`config.mk`:
```
export PLATFORM = sky130hd
export DESIGN_NAME = id_queue
export DESIGN_NICKNAME = d
export VERILOG_FILES = /design/src/rtl/id_queue.sv
export SDC_FILE = /design/constraint.sdc
export NUM_CORES = 1
export LEC_CHECK = 0
export ABC_AREA = 1
export CAP_MARGIN = 10
export CORE_AREA = 2 2 184 186
export CTS_CLUSTER_SIZE = 8
export DETAILED_ROUTE_END_ITERATION = 8
export DIE_AREA = 0 0 186 188
export PLACE_DENSITY = 0.54
export RECOVER_POWER = 100
export SYNTH_ARGS = -nofsm -noshare
export SYNTH_HDL_FRONTEND = slang
export SYNTH_SLANG_ARGS = --single-unit
```
`constraint.sdc`:
```
create_clock -name clk -period 10.95 [get_ports clk]
set_input_delay 1.095 -clock clk [delete_from_list [all_inputs] [get_ports clk]]
set_output_delay 1.095 -clock clk [all_outputs]
set_load 0.02 [all_outputs]
```
`src/rtl/id_queue.sv`:
```
// id_queue: registered RV32I decode stage between fetch and execute.
// Each accepted instruction is decoded into a packed control word, an immediate
// and an exception code. Results wait in a DEPTH-entry ring buffer.
//
// Ports:
//   clk, rst (async, active-high), flush (sync, drops everything)
//   in_valid/in_ready/in_inst/in_addr       : fetch-side handshake
//   out_valid/out_ready/out_inst/out_addr   : execute-side handshake, head entry
//   out_imm, out_ctrl, out_exc              : decoded head entry (0 when empty)
//   count                                   : occupancy
//
// out_ctrl layout: [32] rd_we | [31:27] rd | [26:22] rs1 | [21:17] rs2 | [16:12] alu |
//   [11:10] op1 | [9:8] op2 | [7:6] mem | [5:3] br | [2:0] wb
//
// Configuration: define ID_QUEUE_MEXT_EN to decode the M extension (OP, funct7=0000001);
// without it those encodings are flagged illegal.
//
// CSR instructions decode with wb=csr, op2=imm (I-format CSR number); the register
// forms (funct3[2]=0) read rs1, the immediate forms leave rs1/op1 at 0. FENCE decodes
// as a legal no-op with an all-zero control word.
module id_queue #(
  parameter int unsigned ADDR_W = 32,
  parameter int unsigned XLEN   = 32,
  parameter int unsigned DEPTH  = 2
) (
  input  logic                       clk,
  input  logic                       rst,
  input  logic                       flush,
  input  logic                       in_valid,
  output logic                       in_ready,
  input  logic [31:0]                in_inst,
  input  logic [ADDR_W-1:0]          in_addr,
  output logic                       out_valid,
  input  logic                       out_ready,
  output logic [31:0]                out_inst,
  output logic [ADDR_W-1:0]          out_addr,
  output logic [XLEN-1:0]            out_imm,
  output logic [32:0]                out_ctrl,
  output logic [1:0]                 out_exc,
  output logic [$clog2(DEPTH+1)-1:0] count
);

  localparam int unsigned PtrW = $clog2(DEPTH);
  localparam int unsigned CntW = $clog2(DEPTH + 1);

  localparam logic [6:0] OpcLui = 7'h37, OpcAuipc = 7'h17, OpcJal = 7'h6f, OpcJalr = 7'h67;
  localparam logic [6:0] OpcBranch = 7'h63, OpcLoad = 7'h03, OpcStore = 7'h23;
  localparam logic [6:0] OpcOpImm = 7'h13, OpcOp = 7'h33, OpcFence = 7'h0f, OpcSystem = 7'h73;

  localparam logic [4:0] AluNop = 5'd0, AluAdd = 5'd1, AluSub = 5'd2, AluXor = 5'd3;
  localparam logic [4:0] AluOr = 5'd4, AluAnd = 5'd5, AluSll = 5'd6, AluSrl = 5'd7;
  localparam logic [4:0] AluSra = 5'd8, AluSlt = 5'd9, AluSltu = 5'd10;

  localparam logic [1:0] ExcNone = 2'd0, ExcIllegal = 2'd1, ExcEcall = 2'd2, ExcEbreak = 2'd3;

  typedef struct packed {
    logic [31:0]       inst;
    logic [ADDR_W-1:0] addr;
    logic [XLEN-1:0]   imm;
    logic [32:0]       ctrl;
    logic [1:0]        exc;
  } entry_t;

  // Instruction fields and immediates
  logic [6:0]  opc, f7;
  logic [2:0]  f3;
  logic [4:0]  rd, rs1, rs2;
  logic [31:0] imm_i, imm_s, imm_b, imm_u, imm_j;

  assign opc   = in_inst[6:0];
  assign rd    = in_inst[11:7];
  assign f3    = in_inst[14:12];
  assign rs1   = in_inst[19:15];
  assign rs2   = in_inst[24:20];
  assign f7    = in_inst[31:25];
  assign imm_i = {{20{in_inst[31]}}, in_inst[31:20]};
  assign imm_s = {{20{in_inst[31]}}, in_inst[31:25], in_inst[11:7]};
  assign imm_b = {{19{in_inst[31]}}, in_inst[31], in_inst[7], in_inst[30:25], in_inst[11:8],
                  1'b0};
  assign imm_u = {in_inst[31:12], 12'b0};
  assign imm_j = {{11{in_inst[31]}}, in_inst[31], in_inst[19:12], in_inst[20], in_inst[30:21],
                  1'b0};

  // ALU op selected by funct3 for the base (funct7=0) register/immediate forms
  logic [4:0] alu_f3;
  always_comb begin
    case (f3)
      3'd0:    alu_f3 = AluAdd;
      3'd1:    alu_f3 = AluSll;
      3'd2:    alu_f3 = AluSlt;
      3'd3:    alu_f3 = AluSltu;
      3'd4:    alu_f3 = AluXor;
      3'd5:    alu_f3 = AluSrl;
      3'd6:    alu_f3 = AluOr;
      default: alu_f3 = AluAnd;
    endcase
  end

  logic        illegal, has_rd, use_rs1, use_rs2;
  logic [1:0]  sys_exc, op1, op2, mem_op;
  logic [4:0]  alu;
  logic [2:0]  br, wb;
  logic [31:0] imm32;

  always_comb begin
    illegal = 1'b0;
    sys_exc = ExcNone;
    has_rd  = 1'b0;
    use_rs1 = 1'b0;
    use_rs2 = 1'b0;
    alu     = AluNop;
    op1     = 2'd0;
    op2     = 2'd0;
    mem_op  = 2'd0;
    br      = 3'd0;
    wb      = 3'd0;
    imm32   = '0;
    if (in_inst[1:0] != 2'b11) begin
      illegal = 1'b1;
    end else begin
      case (opc)
        OpcLui: begin
          has_rd = 1'b1; alu = AluAdd; op2 = 2'd2; wb = 3'd1; imm32 = imm_u;
        end
        OpcAuipc: begin
          has_rd = 1'b1; alu = AluAdd; op1 = 2'd3; op2 = 2'd2; wb = 3'd1; imm32 = imm_u;
        end
        OpcJal: begin
          has_rd = 1'b1; alu = AluAdd; op1 = 2'd3; op2 = 2'd2; br = 3'd1; wb = 3'd3;
          imm32 = imm_j;
        end
        OpcJalr: begin
          has_rd = 1'b1; use_rs1 = 1'b1; alu = AluAdd; op1 = 2'd1; op2 = 2'd2; br = 3'd1;
          wb = 3'd3; imm32 = imm_i; illegal = (f3 != 3'd0);
        end
        OpcBranch: begin
          use_rs1 = 1'b1; use_rs2 = 1'b1; alu = AluSub; op1 = 2'd1; op2 = 2'd1; imm32 = imm_b;
          case (f3)
            3'd0:    br = 3'd2;
            3'd1:    br = 3'd3;
            3'd4:    br = 3'd4;
            3'd5:    br = 3'd5;
            3'd6:    br = 3'd6;
            3'd7:    br = 3'd7;
            default: illegal = 1'b1;
          endcase
        end
        OpcLoad: begin
          has_rd = 1'b1; use_rs1 = 1'b1; alu = AluAdd; op1 = 2'd1; op2 = 2'd2; mem_op = 2'd1;
          wb = 3'd2; imm32 = imm_i; illegal = (f3 == 3'd3) || (f3 >= 3'd6);
        end
        OpcStore: begin
          use_rs1 = 1'b1; use_rs2 = 1'b1; alu = AluAdd; op1 = 2'd1; op2 = 2'd2; mem_op = 2'd2;
          imm32 = imm_s; illegal = (f3 > 3'd2);
        end
        OpcOpImm: begin
          has_rd = 1'b1; use_rs1 = 1'b1; alu = alu_f3; op1 = 2'd1; op2 = 2'd2; wb = 3'd1;
          imm32 = imm_i;
          if (f3 == 3'd1 && f7 != 7'h00) illegal = 1'b1;
          if (f3 == 3'd5) begin
            if (f7 == 7'h20)      alu = AluSra;
            else if (f7 != 7'h00) illegal = 1'b1;
          end
        end
        OpcOp: begin
          has_rd = 1'b1; use_rs1 = 1'b1; use_rs2 = 1'b1; op1 = 2'd1; op2 = 2'd1; wb = 3'd1;
          case (f7)
            7'h00: alu = alu_f3;
            7'h20: begin
              if (f3 == 3'd0)      alu = AluSub;
              else if (f3 == 3'd5) alu = AluSra;
              else                 illegal = 1'b1;
            end
            7'h01: begin
`ifdef ID_QUEUE_MEXT_EN
              alu = {2'b10, f3};
`else
              illegal = 1'b1;
`endif
            end
            default: illegal = 1'b1;
          endcase
        end
        OpcFence: illegal = (f3 != 3'd0);
        OpcSystem: begin
          if (in_inst == 32'h0000_0073) begin
            sys_exc = ExcEcall;
          end else if (in_inst == 32'h0010_0073) begin
            sys_exc = ExcEbreak;
          end else if (f3[1:0] != 2'b00) begin
            has_rd = 1'b1; use_rs1 = ~f3[2]; op1 = f3[2] ? 2'd0 : 2'd1; op2 = 2'd2;
            wb = 3'd4; imm32 = imm_i;
          end else begin
            illegal = 1'b1;
          end
        end
        default: illegal = 1'b1;
      endcase
    end
  end

  entry_t dec_entry;
  always_comb begin
    dec_entry      = '0;
    dec_entry.inst = in_inst;
    dec_entry.addr = in_addr;
    if (illegal) begin
      dec_entry.exc = ExcIllegal;
    end else if (sys_exc != ExcNone) begin
      dec_entry.exc = sys_exc;
    end else begin
      dec_entry.imm  = XLEN'($signed(imm32));
      dec_entry.ctrl = {has_rd && (rd != 5'd0), has_rd ? rd : 5'd0, use_rs1 ? rs1 : 5'd0,
                        use_rs2 ? rs2 : 5'd0, alu, op1, op2, mem_op, br, wb};
    end
  end

  // Ring buffer
  entry_t          mem_q [DEPTH];
  logic [PtrW-1:0] wr_ptr_q, wr_ptr_d, rd_ptr_q, rd_ptr_d;
  logic [CntW-1:0] cnt_q, cnt_d;
  logic            push, pop;

  // Held low during reset so fetch cannot push before the queue is live
  assign in_ready  = ~rst & (cnt_q < CntW'(DEPTH));
  assign out_valid = (cnt_q != '0);
  assign push      = in_valid & in_ready & ~flush;
  assign pop       = out_valid & out_ready & ~flush;

  always_comb begin
    wr_ptr_d = wr_ptr_q;
    rd_ptr_d = rd_ptr_q;
    cnt_d    = cnt_q;
    if (flush) begin
      wr_ptr_d = '0;
      rd_ptr_d = '0;
      cnt_d    = '0;
    end else begin
      if (push) wr_ptr_d = wr_ptr_q + 1'b1;
      if (pop)  rd_ptr_d = rd_ptr_q + 1'b1;
      if (push && !pop)      cnt_d = cnt_q + 1'b1;
      else if (pop && !push) cnt_d = cnt_q - 1'b1;
    end
  end

  always_ff @(posedge clk or posedge rst) begin
    if (rst) begin
      wr_ptr_q <= '0;
      rd_ptr_q <= '0;
      cnt_q    <= '0;
    end else begin
      wr_ptr_q <= wr_ptr_d;
      rd_ptr_q <= rd_ptr_d;
      cnt_q    <= cnt_d;
    end
  end

  always_ff @(posedge clk) begin
    if (push) mem_q[wr_ptr_q] <= dec_entry;
  end

  entry_t head;
  always_comb begin
    head = out_valid ? mem_q[rd_ptr_q] : '0;
  end

  assign out_inst = head.inst;
  assign out_addr = head.addr;
  assign out_imm  = head.imm;
  assign out_ctrl = head.ctrl;
  assign out_exc  = head.exc;
  assign count    = cnt_q;

endmodule

```
==> key figures <==
Layout
  • Register area: just under 0.008 mm2
  • Final net count: about 1300
  • Share of cells above drive strength 1: 0.0457
  • Multi-input gate area: around 0.0030 mm2
  • Area Overhead vs Synth: 29.0%
  • Layout fillers: 3100

Synthesis
  • Synth Register Bits: between 200 and 300
  • Post-synthesis average cell area: 10.7 um2
  • Seq/Total Area, Yosys: 0.692
  • Post-synthesis cell area: between 0.01 and 0.015 mm2
  • Cell taking the most area after synthesis: edfxtp_1
  • Synth Flop Type: edfxtp_1
  • Most common cell in the netlist: nand2_1
  • Synth top area cells: edfxtp_1 (68%), nand2_1 (12%), a21oi_1 (5.9%), nor2_1 (3.1%), nor2_2 (2.0%)
  • Top cell type's share of synthesized area: 0.683
  • Most frequent cells after synthesis: nand2_1 (354), edfxtp_1 (260), a21oi_1 (135)
  • Synthesized instance count: between 1000 and 1500
  • Warnings from Yosys: 0
  • Yosys cell types: 29
  • Post-synth EDFFs: 260
  • Synth async-reset ratio: 0.0152
  • Post-Syn Nets: 1139

STA
  • Relative slew slack: -1.57
  • RSZ-0062 raised after global routing: false
  • Final period util: 0.594
  • Final Skew: 17.3 ps
  • Setup total negative slack: 0 ps
  • Endpoints failing setup: 0
  • Hold Fails Final Rpt: 0
  • Max-slew violations: about 330
  • Fin crit period: 6510 ps
  • Fmax: roughly 0.15 GHz
  • Worst-Margin Slew: 3850 ps

Die
  • Die ar.: roughly 0.035 mm2
  • Row count: between 60 and 70
  • Initial Util: 0.345
  • Die Span Y: approximately 190 um
  • Die width: ~190 um
  • I/O pin cnt: between 200 and 250
  • Core box area: approximately 0.033 mm2

Global routing
  • Vias in the first global route: just over 8000
  • Initial antenna violation count: 5
  • Pin count of the biggest net entering global routing: about 130
  • First-pass GRT wire length: 46.9 mm
  • Total Routing Usage GR: 0.176
  • Congestion Overflow GR: 0

Status
  • Outcome: finished with violations
  • Failing checks: max-capacitance violations, max-slew violations

Routing
  • Via/cell ratio: around 4.8
  • Initial DRC count: a little over 400
  • Drt total wl: ~31 mm
  • DRC errors left: 0
  • Via count: approximately 8200
  • Drt wl/cell: 18.0 um
  • Antenna-violating nets left: 0
  • 1st-pass router iterations: 5

Pwr
  • Worst vdd ir: ~0.12 mV
  • PD cells: 188 mW/mm2
  • Part of the power in combinational logic: 0.214
  • Psw: between 700 and 800 uW
  • Sw frac: 0.286
  • Reg power frac: 0.417
  • Pint: about 2000 uW
  • Clock power share: 0.369
  • Total Power: 2770 uW
  • Leakage power: ~0.0054 uW

Clock network
  • Maximum clock path buffer count: 3
  • Resize count post-CTS: 0
  • Clock sinks: around 260
  • H-tree level count: 2
  • CTS Buf Count: 38
  • Worst-path clk slew: 50 ps
  • Post-CTS Setup Inserts: 0
  • CTS tree: yes
  • Root Driver: clkbuf_16
  • Post-CTS Hold Buffers: 0
  • Clk Latency, worst-skew pair: 520 ps

Critical path
  • Kind of start point of the critical path: flip-flop
  • CP Max Fanout: 80
  • Critical Path End Type: output pin
  • Critical path type: reg -> out
  • Critical path required time: roughly 9900 ps
  • CP arrival: 5410 ps

Placement
  • Gp weighted congestion: just over 0.9
  • DP HPWL: ~19 mm
  • I/O Buffers: ~200

Hold path
  • HP Class: reg -> reg

Flow run
  • Max-cap violations: 6
[power by group through the flow]
stage / registers, uW / clock network [uW] / logic, uW
after CTS: 1160 / 1050 / 644
after floorplan: 1170 / 0 / 322
after detailed placement: 1170 / 0 / 640
after global placement: 1170 / 0 / 640
final: 1150 / 1020 / 592
after global routing: 1160 / 1100 / 640
[final cells by class]
type | count | area share
diodes | 3 | 0.000509
flip-flops and latches | 264 | 0.537
clock buffers | 45 | 0.0663
repair buffers | 210 | 0.141
well taps | 448 | 0.0380
inverters | 50 | 0.0128
clock inverters | 3 | 0.00229
multi-input cells | 697 | 0.203
[kinds of logic after synthesis]
| group | share of synthesized area |
|---|---|
| buffers and inverters | 0.0394 |
| AOI/OAI and AO/OA | 0.0730 |
| other | 0.000328 |
| DFF | 0.692 |
| and+or+nand+nor | 0.191 |
| adders and majority gates | 0.00438 |
[sequential cells by signal, indices dropped and copies added, names as in the netlist]
| signal | flops |
|---|---|
| mem_q | 260 |
| count | 2 |
| rd_ptr_q | 1 |
| wr_ptr_q | 1 |
[final timing paths]
kind                                       from                     end  slack (ps)  depth (start not counted)
min in group asynchronous                   rst    count[0]$_DFFE_PP0P_         920                          2
min                        wr_ptr_q$_DFFE_PP0P_    wr_ptr_q$_DFFE_PP0P_         520                          1
max                        rd_ptr_q$_DFFE_PP0P_             out_imm[19]        4440                          5
max in group asynchronous                   rst    rd_ptr_q$_DFFE_PP0P_        9860                          2
min reg2reg                wr_ptr_q$_DFFE_PP0P_    wr_ptr_q$_DFFE_PP0P_         520                          1
max reg2reg                count[1]$_DFFE_PP0P_  mem_q[1][52]$_DFFE_PP_        5810                          7
[worst max-delay path, stage by stage, from the launching register on]
cell and delay [ps]:
dfrtp_4 820, clkinvlp_2 1810, buf_4 1030, nand2_1 160, a21oi_1 120, dlygate4sd3_1 880
[cells in the final DEF, fill, tap and decap left out, drive strengths merged, types with 3 or more instances in the layout]
master,instances
nand2,356
edfxtp,260
dlygate4sd3,196
a21oi,135
nor2,132
inv,51
clkbuf,49
nand3,27
o21ai,21
nand4,7
clkdlybuf4s50,6
a21boi,4
ha,4
nor3,4
dfrtp,4
buf,4
diode,3
nand3b,3
[routing by layer]
metal,up-vias,GRT usage,wire length (um)
met3,66,0.0468,2140
li1,4001,-,-
met4,6,0.0515,765
met2,221,0.289,14900
met1,3937,0.228,13200
met5,-,0,40
[per-stage QoR]
step                std cells  utilization  setup slack (ps)  cell area [um2]  hold slack, ps
floorplan                1066            -              3190            11400             481
global placement         1669        0.418              6530            13900             569
detailed placement       1669        0.418              6550            13900             570
CTS                      1717        0.449              5960            14900             578
global route             1718        0.445              4040            14700             561
finish                   1720        0.445              4440            14700             521
Power figures use the tool's default switching activity.
